==> config.mk <==
export PLATFORM = sky130hd
export DESIGN_NAME = button_frontend_flat
export DESIGN_NICKNAME = d
export VERILOG_FILES = /design/src/rtl/button_frontend_pkg.sv /design/src/rtl/button_frontend_if.sv /design/src/rtl/button_frontend_debounce.sv /design/src/rtl/button_frontend.sv /design/src/flat_wrapper.sv
export SDC_FILE = /design/constraint.sdc
export NUM_CORES = 1
export LEC_CHECK = 0
export BUFFER_PORTS_ARGS = -buffer_cell sky130_fd_sc_hd__buf_2
export CAP_MARGIN = 15
export CORE_MARGIN = 4
export CORE_UTILIZATION = 50
export DETAILED_ROUTE_END_ITERATION = 7
export PLACE_DENSITY = 0.66
export SLEW_MARGIN = 10
export SYNTH_ARGS = -nofsm -noshare
export SYNTH_HDL_FRONTEND = slang
export SYNTH_SLANG_ARGS = --single-unit
==> constraint.sdc <==
create_clock -name clk -period 6.4 [get_ports clk]
set_input_delay 0.64 -clock clk [delete_from_list [all_inputs] [get_ports clk]]
set_output_delay 0.64 -clock clk [all_outputs]
set_load 0.02 [all_outputs]
==> src/rtl/button_frontend_pkg.sv <==
// Shared types and helpers for the push-button front end.
// Channel indices, per-channel FSM state encoding and counter sizing.
package score4_input_pkg;

  typedef enum logic [1:0] {
    IDLE,
    PRESS_WAIT,
    HELD,
    RELEASE_WAIT
  } btn_state_t;

  localparam int BTN_LEFT  = 0;
  localparam int BTN_RIGHT = 1;
  localparam int BTN_PUT   = 2;
  localparam int NUM_BTN   = 3;

  function automatic int unsigned max3(input int unsigned a,
                                       input int unsigned b,
                                       input int unsigned c);
    int unsigned m;
    m = (a > b) ? a : b;
    return (m > c) ? m : c;
  endfunction

  // Bits needed to count up to (largest - 1); never less than one bit.
  function automatic int unsigned cnt_width(input int unsigned largest);
    return (largest < 2) ? 1 : $clog2(largest);
  endfunction

endpackage

==> src/rtl/button_frontend_if.sv <==
// Move interface between the button front end (master) and game logic (slave).
interface button_frontend_if;
  logic       left;
  logic       right;
  logic       put;
  logic [2:0] held;

  modport master (output left, right, put, held);
  modport slave  (input  left, right, put, held);
endinterface

==> src/rtl/button_frontend_debounce.sv <==
// One button channel: 2-flop synchroniser, debounce FSM and, in builds with
// BTN_AUTOREPEAT_EN defined, a hold-to-repeat counter.
// o_event is a registered single-cycle pulse; o_held is the debounced level.
import score4_input_pkg::*;

module button_debounce #(
  parameter int unsigned DEBOUNCE_CYCLES = 250000
`ifdef BTN_AUTOREPEAT_EN
  , parameter int unsigned REPEAT_DELAY  = 25000000
  , parameter int unsigned REPEAT_PERIOD = 10000000
  , parameter bit          REPEAT_EN     = 1'b0
`endif
) (
  input  logic clk,
  input  logic rst,
  input  logic i_raw,
  output logic o_held,
  output logic o_event
);

`ifdef BTN_AUTOREPEAT_EN
  localparam int unsigned CNT_W =
    cnt_width(max3(DEBOUNCE_CYCLES, REPEAT_DELAY, REPEAT_PERIOD));
  localparam logic [CNT_W-1:0] RPT_FIRST = CNT_W'(REPEAT_DELAY - 1);
  localparam logic [CNT_W-1:0] RPT_NEXT  = CNT_W'(REPEAT_PERIOD - 1);
`else
  localparam int unsigned CNT_W = cnt_width(DEBOUNCE_CYCLES);
`endif

  // The transition fires on the stable sample that brings the count to
  // DEBOUNCE_CYCLES-1, so compare against the value one below that.
  localparam logic [CNT_W-1:0] DB_LAST = CNT_W'(DEBOUNCE_CYCLES - 2);

  logic [1:0]       r_sync;
  logic             w_s;
  btn_state_t       r_state;
  logic [CNT_W-1:0] r_cnt;
  logic             r_held;
  logic             r_event;
`ifdef BTN_AUTOREPEAT_EN
  logic [CNT_W-1:0] r_rpt_cnt;
  logic             r_rpt_first;
`endif

  // Bring the asynchronous pin into the clk domain.
  // NOTE: sequential state uses <= so every flop samples pre-edge values;
  // with = the second stage would copy the first in the same edge.
  always_ff @(posedge clk or posedge rst) begin
    if (rst) r_sync <= 2'b00;
    else     r_sync <= {r_sync[0], i_raw};
  end

  assign w_s = r_sync[1];

  // Debounce FSM with registered held level, press/repeat event and counters.
  always_ff @(posedge clk or posedge rst) begin
    if (rst) begin
      r_state     <= IDLE;
      r_cnt       <= '0;
      r_held      <= 1'b0;
      r_event     <= 1'b0;
`ifdef BTN_AUTOREPEAT_EN
      r_rpt_cnt   <= '0;
      r_rpt_first <= 1'b1;
`endif
    end else begin
      r_event <= 1'b0;
      case (r_state)
        IDLE: begin
          r_cnt <= '0;
`ifdef BTN_AUTOREPEAT_EN
          r_rpt_cnt   <= '0;
          r_rpt_first <= 1'b1;
`endif
          if (w_s) r_state <= PRESS_WAIT;
        end

        PRESS_WAIT: begin
          if (!w_s) begin
            r_state <= IDLE;
            r_cnt   <= '0;
          end else if (r_cnt >= DB_LAST) begin
            r_state <= HELD;
            r_cnt   <= '0;
            r_held  <= 1'b1;
            r_event <= 1'b1;
`ifdef BTN_AUTOREPEAT_EN
            r_rpt_cnt   <= '0;
            r_rpt_first <= 1'b1;
`endif
          end else if (r_cnt != '1) begin
            r_cnt <= r_cnt + 1'b1;
          end
        end

        HELD: begin
          if (!w_s) begin
            r_state <= RELEASE_WAIT;
            r_cnt   <= '0;
          end
`ifdef BTN_AUTOREPEAT_EN
          // Repeat time only accumulates while the button stays down.
          else if (REPEAT_EN) begin
            if (r_rpt_cnt >= (r_rpt_first ? RPT_FIRST : RPT_NEXT)) begin
              r_event     <= 1'b1;
              r_rpt_cnt   <= '0;
              r_rpt_first <= 1'b0;
            end else if (r_rpt_cnt != '1) begin
              r_rpt_cnt <= r_rpt_cnt + 1'b1;
            end
          end
`endif
        end

        RELEASE_WAIT: begin
          if (w_s) begin
            // Release bounce: back to HELD silently, repeat timing resumes.
            r_state <= HELD;
            r_cnt   <= '0;
          end else if (r_cnt >= DB_LAST) begin
            r_state <= IDLE;
            r_cnt   <= '0;
            r_held  <= 1'b0;
          end else if (r_cnt != '1) begin
            r_cnt <= r_cnt + 1'b1;
          end
        end

        default: begin
          r_state <= IDLE;
          r_cnt   <= '0;
          r_held  <= 1'b0;
        end
      endcase
    end
  end

  assign o_held  = r_held;
  assign o_event = r_event;

endmodule

==> src/rtl/button_frontend.sv <==
// Button front end: three debounced channels (left, right, put) feeding a
// same-cycle arbiter that emits at most one registered move pulse per cycle.
// Optional build macro: BTN_AUTOREPEAT_EN (hold-to-repeat on left/right).
import score4_input_pkg::*;

module button_frontend #(
  parameter int unsigned DEBOUNCE_CYCLES = 250000,
  parameter int unsigned REPEAT_DELAY    = 25000000,
  parameter int unsigned REPEAT_PERIOD   = 10000000
) (
  input  logic              clk,
  input  logic              rst,
  input  logic              left_raw,
  input  logic              right_raw,
  input  logic              put_raw,
  button_frontend_if.master bus
);

  // Elaboration-time guard on parameter ranges.
  if (DEBOUNCE_CYCLES < 2 || REPEAT_DELAY < 1 || REPEAT_PERIOD < 1) begin : g_bad_param
    $error("button_frontend: DEBOUNCE_CYCLES must be >= 2, REPEAT_* >= 1");
  end

  logic [NUM_BTN-1:0] w_raw;
  logic [NUM_BTN-1:0] w_event;
  logic [NUM_BTN-1:0] w_held;
  logic               r_left;
  logic               r_right;
  logic               r_put;

  assign w_raw[BTN_LEFT]  = left_raw;
  assign w_raw[BTN_RIGHT] = right_raw;
  assign w_raw[BTN_PUT]   = put_raw;

  for (genvar i = 0; i < NUM_BTN; i++) begin : g_chan
    button_debounce #(
      .DEBOUNCE_CYCLES (DEBOUNCE_CYCLES)
`ifdef BTN_AUTOREPEAT_EN
      , .REPEAT_DELAY  (REPEAT_DELAY)
      , .REPEAT_PERIOD (REPEAT_PERIOD)
      , .REPEAT_EN     (i != BTN_PUT)
`endif
    ) u_chan (
      .clk     (clk),
      .rst     (rst),
      .i_raw   (w_raw[i]),
      .o_held  (w_held[i]),
      .o_event (w_event[i])
    );
  end

  // Arbitrate same-cycle events: put wins, left+right cancel, losers dropped.
  always_ff @(posedge clk or posedge rst) begin
    if (rst) begin
      r_left  <= 1'b0;
      r_right <= 1'b0;
      r_put   <= 1'b0;
    end else begin
      r_put   <= w_event[BTN_PUT];
      r_left  <= w_event[BTN_LEFT]  & ~w_event[BTN_RIGHT] & ~w_event[BTN_PUT];
      r_right <= w_event[BTN_RIGHT] & ~w_event[BTN_LEFT]  & ~w_event[BTN_PUT];
    end
  end

  assign bus.left  = r_left;
  assign bus.right = r_right;
  assign bus.put   = r_put;
  assign bus.held  = w_held;

endmodule

==> src/flat_wrapper.sv <==
// flat-port wrapper written by rule: the top's interface ports become plain ports
module button_frontend_flat 
#(
  parameter int unsigned DEBOUNCE_CYCLES = 250000,
  parameter int unsigned REPEAT_DELAY    = 25000000,
  parameter int unsigned REPEAT_PERIOD   = 10000000
)
  (clk, rst, left_raw, right_raw, put_raw, bus_left, bus_right, bus_put, bus_held);
  button_frontend_if bus_i ();
  input  logic clk;
  input  logic rst;
  input  logic left_raw;
  input  logic right_raw;
  input  logic put_raw;
  output wire logic [$bits(bus_i.left)-1:0] bus_left;
  output wire logic [$bits(bus_i.right)-1:0] bus_right;
  output wire logic [$bits(bus_i.put)-1:0] bus_put;
  output wire logic [$bits(bus_i.held)-1:0] bus_held;
  assign bus_left = bus_i.left;
  assign bus_right = bus_i.right;
  assign bus_put = bus_i.put;
  assign bus_held = bus_i.held;
  button_frontend #(.DEBOUNCE_CYCLES(DEBOUNCE_CYCLES), .REPEAT_DELAY(REPEAT_DELAY), .REPEAT_PERIOD(REPEAT_PERIOD)) u_core (.clk(clk), .rst(rst), .left_raw(left_raw), .right_raw(right_raw), .put_raw(put_raw), .bus(bus_i));
endmodule
Word-level counts from Yosys, hierarchy flattened
Cells that the tools add are included.

Logic and storage cells: 142. Latch bits: 0. Memory bits (writable): 0. Bits in read-only memories: 0. Register bits: 75. Memories kept: 0. Output and inout bits: 6.

Reduce and logical (&&, ||, !) cells: 12. Add/sub/neg operators: 3. Shift-type cells: 0. Magnitude comparators: 3. Multipliers: 0. Multiplexer cells: 63. Div/mod/pow operators: 0. Bitwise gates (word level): 7. Equal/unequal tests: 36.

Operator list (count): 18-bit 2-to-1 mux (15); 18-bit case mux with 4 select lines (3); 18-bit by 1-bit adder with 18-bit output (second input constant) (3); 18-bit >= comparator (second input constant) (3); 18-bit inequality test (second input constant) (3); 2-bit 2-to-1 mux (18); 2-bit inequality test (second input constant) (18); 2-bit case mux with 4 select lines (3); 1-bit 2-to-1 mux (21); 3-bit inequality test (second input constant) (6); 5-bit AND reduction (3); 2-bit == test (second input constant) (6); 4-bit AND reduction (3); 2-bit by 1-bit == test with 1-bit output (second input constant) (3); 2-bit logical NOT (3); 1-bit case mux with 2 select lines (3); 2-bit nonzero test (3); 1-bit bitwise AND (4); 1-bit inverter (3).

Depth between registers and ports, before layout
Depth after elaboration: 5. Mapped depth: 9. Depth with buffers taken out: 7.

Cells and area by module
From an unflattened synthesis, not the netlist that was laid out.

Cells, all modules: 458. Area, all modules: 4185.3 sq um.

By module, submodules not included: button_debounce (u_core.g_chan[0].u_chan ...) (cells an instance 147, area each 1307.5 sq um, instances 2); button_debounce (u_core.g_chan[2].u_chan) (cells an instance 158, area each 1476.4 sq um, instances 1); button_frontend (cells an instance 6, area each 93.8 sq um, instances 1).

Worst setup path after synthesis
OpenSTA, ideal clock, no wires.

Kind: register to register. Start: register u_core.g_chan[1].u_chan.r_cnt[10]. End: register u_core.g_chan[1].u_chan.r_cnt[2]. Period minus slack after synthesis: 2.208 ns. Cell stages (with the launch flop): 7. Setup time: 0.137 ns. Slack: 4.192 ns. Arrival time: 2.071 ns. Path through: dfrtp_1 or4_4 or4_4 o211a_4 buf_6 a31oi_1 a31oi_1.

Longest elaborated chain between the ends: 5. Elaborated cells between the ends (all ways): 7.

RTL lines: start: declaration (line button_frontend_debounce.sv:37) `logic [CNT_W-1:0] r_cnt;`; start signal: assignment (line button_frontend_debounce.sv:92) `r_cnt <= r_cnt + 1'b1;`; start signal: assignment (line button_frontend_debounce.sv:125) `r_cnt <= r_cnt + 1'b1;`; parallel branches: the longest is 2 deep, another holds 18-bit >= comparator; 18-bit 2-to-1 mux * (line button_frontend_debounce.sv:120) `end else if (r_cnt >= DB_LAST) begin`; 18-bit 2-to-1 mux (on tied branches) (line button_frontend_debounce.sv:116, button_frontend_debounce.sv:79); 18-bit case mux with 4 select lines * (line button_frontend_debounce.sv:68) `case (r_state)`.

Mark *: on every way between the ends. A chain may end at the register's enable or synchronous reset.

Worst setup path after layout
Start: register u_core.g_chan[0].u_chan.r_cnt[0]. End: register u_core.g_chan[0].u_chan.r_cnt[16].

Longest elaborated chain between the ends: 5. Elaborated cells between the ends (all ways): 8.

RTL lines: start: declaration (line button_frontend_debounce.sv:37); start signal: assignment (line button_frontend_debounce.sv:92); start signal: assignment (line button_frontend_debounce.sv:125); 18-bit by 1-bit adder with 18-bit output / 18-bit inequality test (equally long branches); 18-bit 2-to-1 mux (line button_frontend_debounce.sv:91, button_frontend_debounce.sv:124); 18-bit 2-to-1 mux * (line button_frontend_debounce.sv:82) `end else if (r_cnt >= DB_LAST) begin`; 18-bit 2-to-1 mux (on tied branches) (line button_frontend_debounce.sv:116, button_frontend_debounce.sv:79); 18-bit case mux with 4 select lines * (line button_frontend_debounce.sv:68).

Mark *: on every way between the ends. The rest lies on a longest branch, timed or not.

==> qor.txt <==
start point of the worst hold path: u_core.g_chan[2].u_chan.r_sync[0]$_DFF_PP0_
antenna violations before repair: 0
TritonCTS Buffers: 9
total power per unit cell area: 229 mW/mm²
data arrival time of the critical path: 2.73 ns
Critical Path Sink Type: flop
dominant cell by count in the synthesized netlist: dfrtp_1
# nets final: 465
Yosys Warn Count: 0
drt first-iter violations: 228
source-to-sink clock delay at the later pin of the worst-skew pair: 0.35 ns
critical path class: flop to flop
initial core utilization: 51.8%
clock power share: 32.9%
fraction of the cycle the final worst path needs: 38.9%
I/O pin total: 11
post-synthesis instance area: 0.00428 mm²
count of flip-flops with a built-in enable after synthesis: 0
distinct cell type count of the synthesized netlist: 54
Cell Area, Placed: 0.00435 mm²
Reg power frac: 49.9%
synth top area cells: dfrtp_1 (44%), nand2_1 (3.7%), a21oi_1 (2.8%)
area taken by flip-flops and latches: 0.00188 mm²
hold path depth: 0
unrepaired setup endpoints after global routing: no
Chip Height: 101 µm
DP Wirelength: 6250 µm
worst reg2reg path endpoint: u_core.g_chan[0].u_chan.r_cnt[16]$_DFFE_PP0P_
outcome: finished, final reports clean
placer's final routability congestion estimate: 0.907
first-pass detailed-route iteration total: 5
vias per std cell: 6.44
net load switching power: 0.000340 W
first-pass GRT wire length: 16200 µm
number of buffers inserted to repair setup after CTS: 0
post-route cell area: 0.00453 mm²
Syn Inst Count: 458
static leakage: 1.91 nW
Core Area: 0.00826 mm²
buffer cell driving the clock tree root: clkbuf_8
Tot GR Track Use: 19.6%
Mapped Avg Cell Area: 9.35 µm²
setup slack on the worst flop-to-flop path: 3.91 ns
Final TNS setup: 0 ns
critical path peak fanout: 31
fraction of final layout cells sized beyond drive strength 1: 10.0%
count of maximum capacitance violations: 0
register area share after synthesis: 43.8%
beginning of the worst register-to-register path: u_core.g_chan[0].u_chan.r_cnt[0]$_DFFE_PP0P_
Post-Syn Nets: 469
Worst IR Drop VDD: 106 µV
critical path launch point type: flop
number of gates resized after cts: 0
Layout fillers: 763
number of nets still failing antenna checks after routing: 0
final std cells w/o fill: 564
number of setup violations in the final report: 0
die width: 101 µm
area growth from synthesis to layout: 5.88%
Worst Hold Path EP: u_core.g_chan[2].u_chan.r_sync[1]$_DFF_PP0_
fraction of synthesis flops using an asynchronous set or reset pin: 100%
Peak Freq: 0.402 GHz
share of power burned in combinational logic: 17.2%
final routed wire length divided by cell count: 16.6 µm
net switching share of the total power: 32.8%
cell internal pwr: 0.000696 W
post-placement cell count: 548
number of diodes added for antenna fixing: 0
CTS Sinks: 75
IO buf count: 10
final period demand of the worst path: 2.49 ns
area of the multi-input gates: 0.00221 mm²
max_slew headroom: 30.0%
Layout Skew: 0.00881 ns
largest net degree at the start of global routing: 76
overflow left after global routing: 0
Via Count: 3634
number of global-route vias before repair: 3308
Hold/Removal Path Class: flop to flop
clock-pin slew of the registers on the worst-case setup and hold paths: 0.09 ns
dominant synthesized flop cell: dfrtp_1
Yosys top cell by area: dfrtp_1
# DRC: 0
number of max-slew violations in the final report: 0
WP data required: 6.64 ns
Synth top cells by count: dfrtp_1 (75), nand2_1 (42), a21oi_1 (24), o21ai_0 (24)
htree depth: 3
slew at the pin closest to its max-slew limit: 1.05 ns
post-synthesis register bit count: 75
final hold violations: 0
Die Footprint: 0.0101 mm²
fraction of post-synthesis cell area in the top cell type by area: 43.8%
TritonCTS clock tree: done
worst-case reg-to-reg path depth: 7
final wirelength: 9370 µm
quantity of hold-fixing buffers added after cts: 0
Longest Clk Path Bufs: 2
Site Rows: 33
-- placed cells by master, fill, tap and decap left out, types with 8 or more instances in the layout --
cell	instances
dfrtp_1	75
nand2_1	42
o21ai_0	24
a21oi_1	24
nand3_1	19
inv_1	18
nand4_1	17
a31oi_1	17
nor2_1	17
nor3_1	14
a21o_1	13
and4_1	10
and3_1	10
buf_2	10
o22a_1	9
clkbuf_8	9
nor4_1	8
a211oi_1	8
-- power groups by stage --
stage	registers (W)	clock network (W)	logic, W
after floorplan	0.000518	0	0.000150
after global placement	0.000525	0	0.000169
after detailed placement	0.000526	0	0.000176
after CTS	0.000516	0.000356	0.000176
after global routing	0.000520	0.000375	0.000198
final	0.000517	0.000341	0.000178
-- through the flow --
stage,hold WS (ns),util (%),setup slack (ns),power (W)
2_1_floorplan,0.331,-,3.85,0.000669
3_3_place_gp,0.332,52.7,3.99,0.000693
3_5_place_dp,0.336,52.7,3.94,0.000702
4_1_cts,0.357,54.9,3.93,0.00105
5_1_grt,0.368,54.9,3.67,0.00109
6_report,0.354,54.9,3.91,0.00104
-- worst max path at each step --
stage | start | endpoint | slack [ns] | cells past startpoint
after floorplan | rst | async pin | 3.85 | 1
after global placement | u_core.g_chan[2].u_chan.r_cnt[10]$_DFFE_PP0P_ | flop | 3.99 | 5
after detailed placement | u_core.g_chan[0].u_chan.r_cnt[0]$_DFFE_PP0P_ | u_core.g_chan[0].u_chan.r_cnt[16]$_DFFE_PP0P_ | 3.94 | 7
after CTS | u_core.g_chan[0].u_chan.r_cnt[0]$_DFFE_PP0P_ | u_core.g_chan[0].u_chan.r_cnt[16]$_DFFE_PP0P_ | 3.93 | 7
after global routing | u_core.g_chan[0].u_chan.r_cnt[0]$_DFFE_PP0P_ | u_core.g_chan[0].u_chan.r_cnt[16]$_DFFE_PP0P_ | 3.67 | 7
final | u_core.g_chan[0].u_chan.r_cnt[0]$_DFFE_PP0P_ | u_core.g_chan[0].u_chan.r_cnt[16]$_DFFE_PP0P_ | 3.91 | 7
-- registers in the layout (all words and copies together), names as in the netlist, named ones only --
signal and count:
u_core.g_chan.u_chan.r_sync 6, u_core.bus.left 1, u_core.bus.right 1, u_core.g_chan.u_chan.o_held 3
u_core.g_chan.u_chan.r_state 3, u_core.g_chan.u_chan.o_event 3, u_core.g_chan.u_chan.r_cnt 54, u_core.bus.put 1
-- kinds of logic after synthesis --
kind of cell / synth area share [%]
simple gates: 22.3
buf+inv: 4.47
mux: 1.05
flops: 43.8
fa+ha+maj: 1.75
xor+xnor: 0.614
compound gates: 26.0
-- cell type report --
type                       count  share of cell area [%]
sequential                    75                    41.4
inverter                      19                    1.60
clock buffer                   9                    2.73
clock inverter                 7                    1.27
multi-input combinational    338                    48.8
tap                          105                    2.90
timing repair buffer          11                    1.27
-- layer usage --
layer	vias to the layer above	GRT usage (%)	part of all wire, %
met1	1761	29.5	49
met3	11	3.74	4.4
li1	1773	-	-
met2	89	28.8	45
met5	-	0	0
met4	0	6.01	1.4
-- critical path, cell delays in order, from the launching register on --
cell and delay [ns]:
dfrtp_1 0.45, inv_1 0.08, ha_1 0.13, o211ai_1 0.09
a21boi_0 0.27, o31a_1 0.87, nor4_1 0.20, o221a_2 0.29
Note: power is estimated with default switching activity, not from simulation.
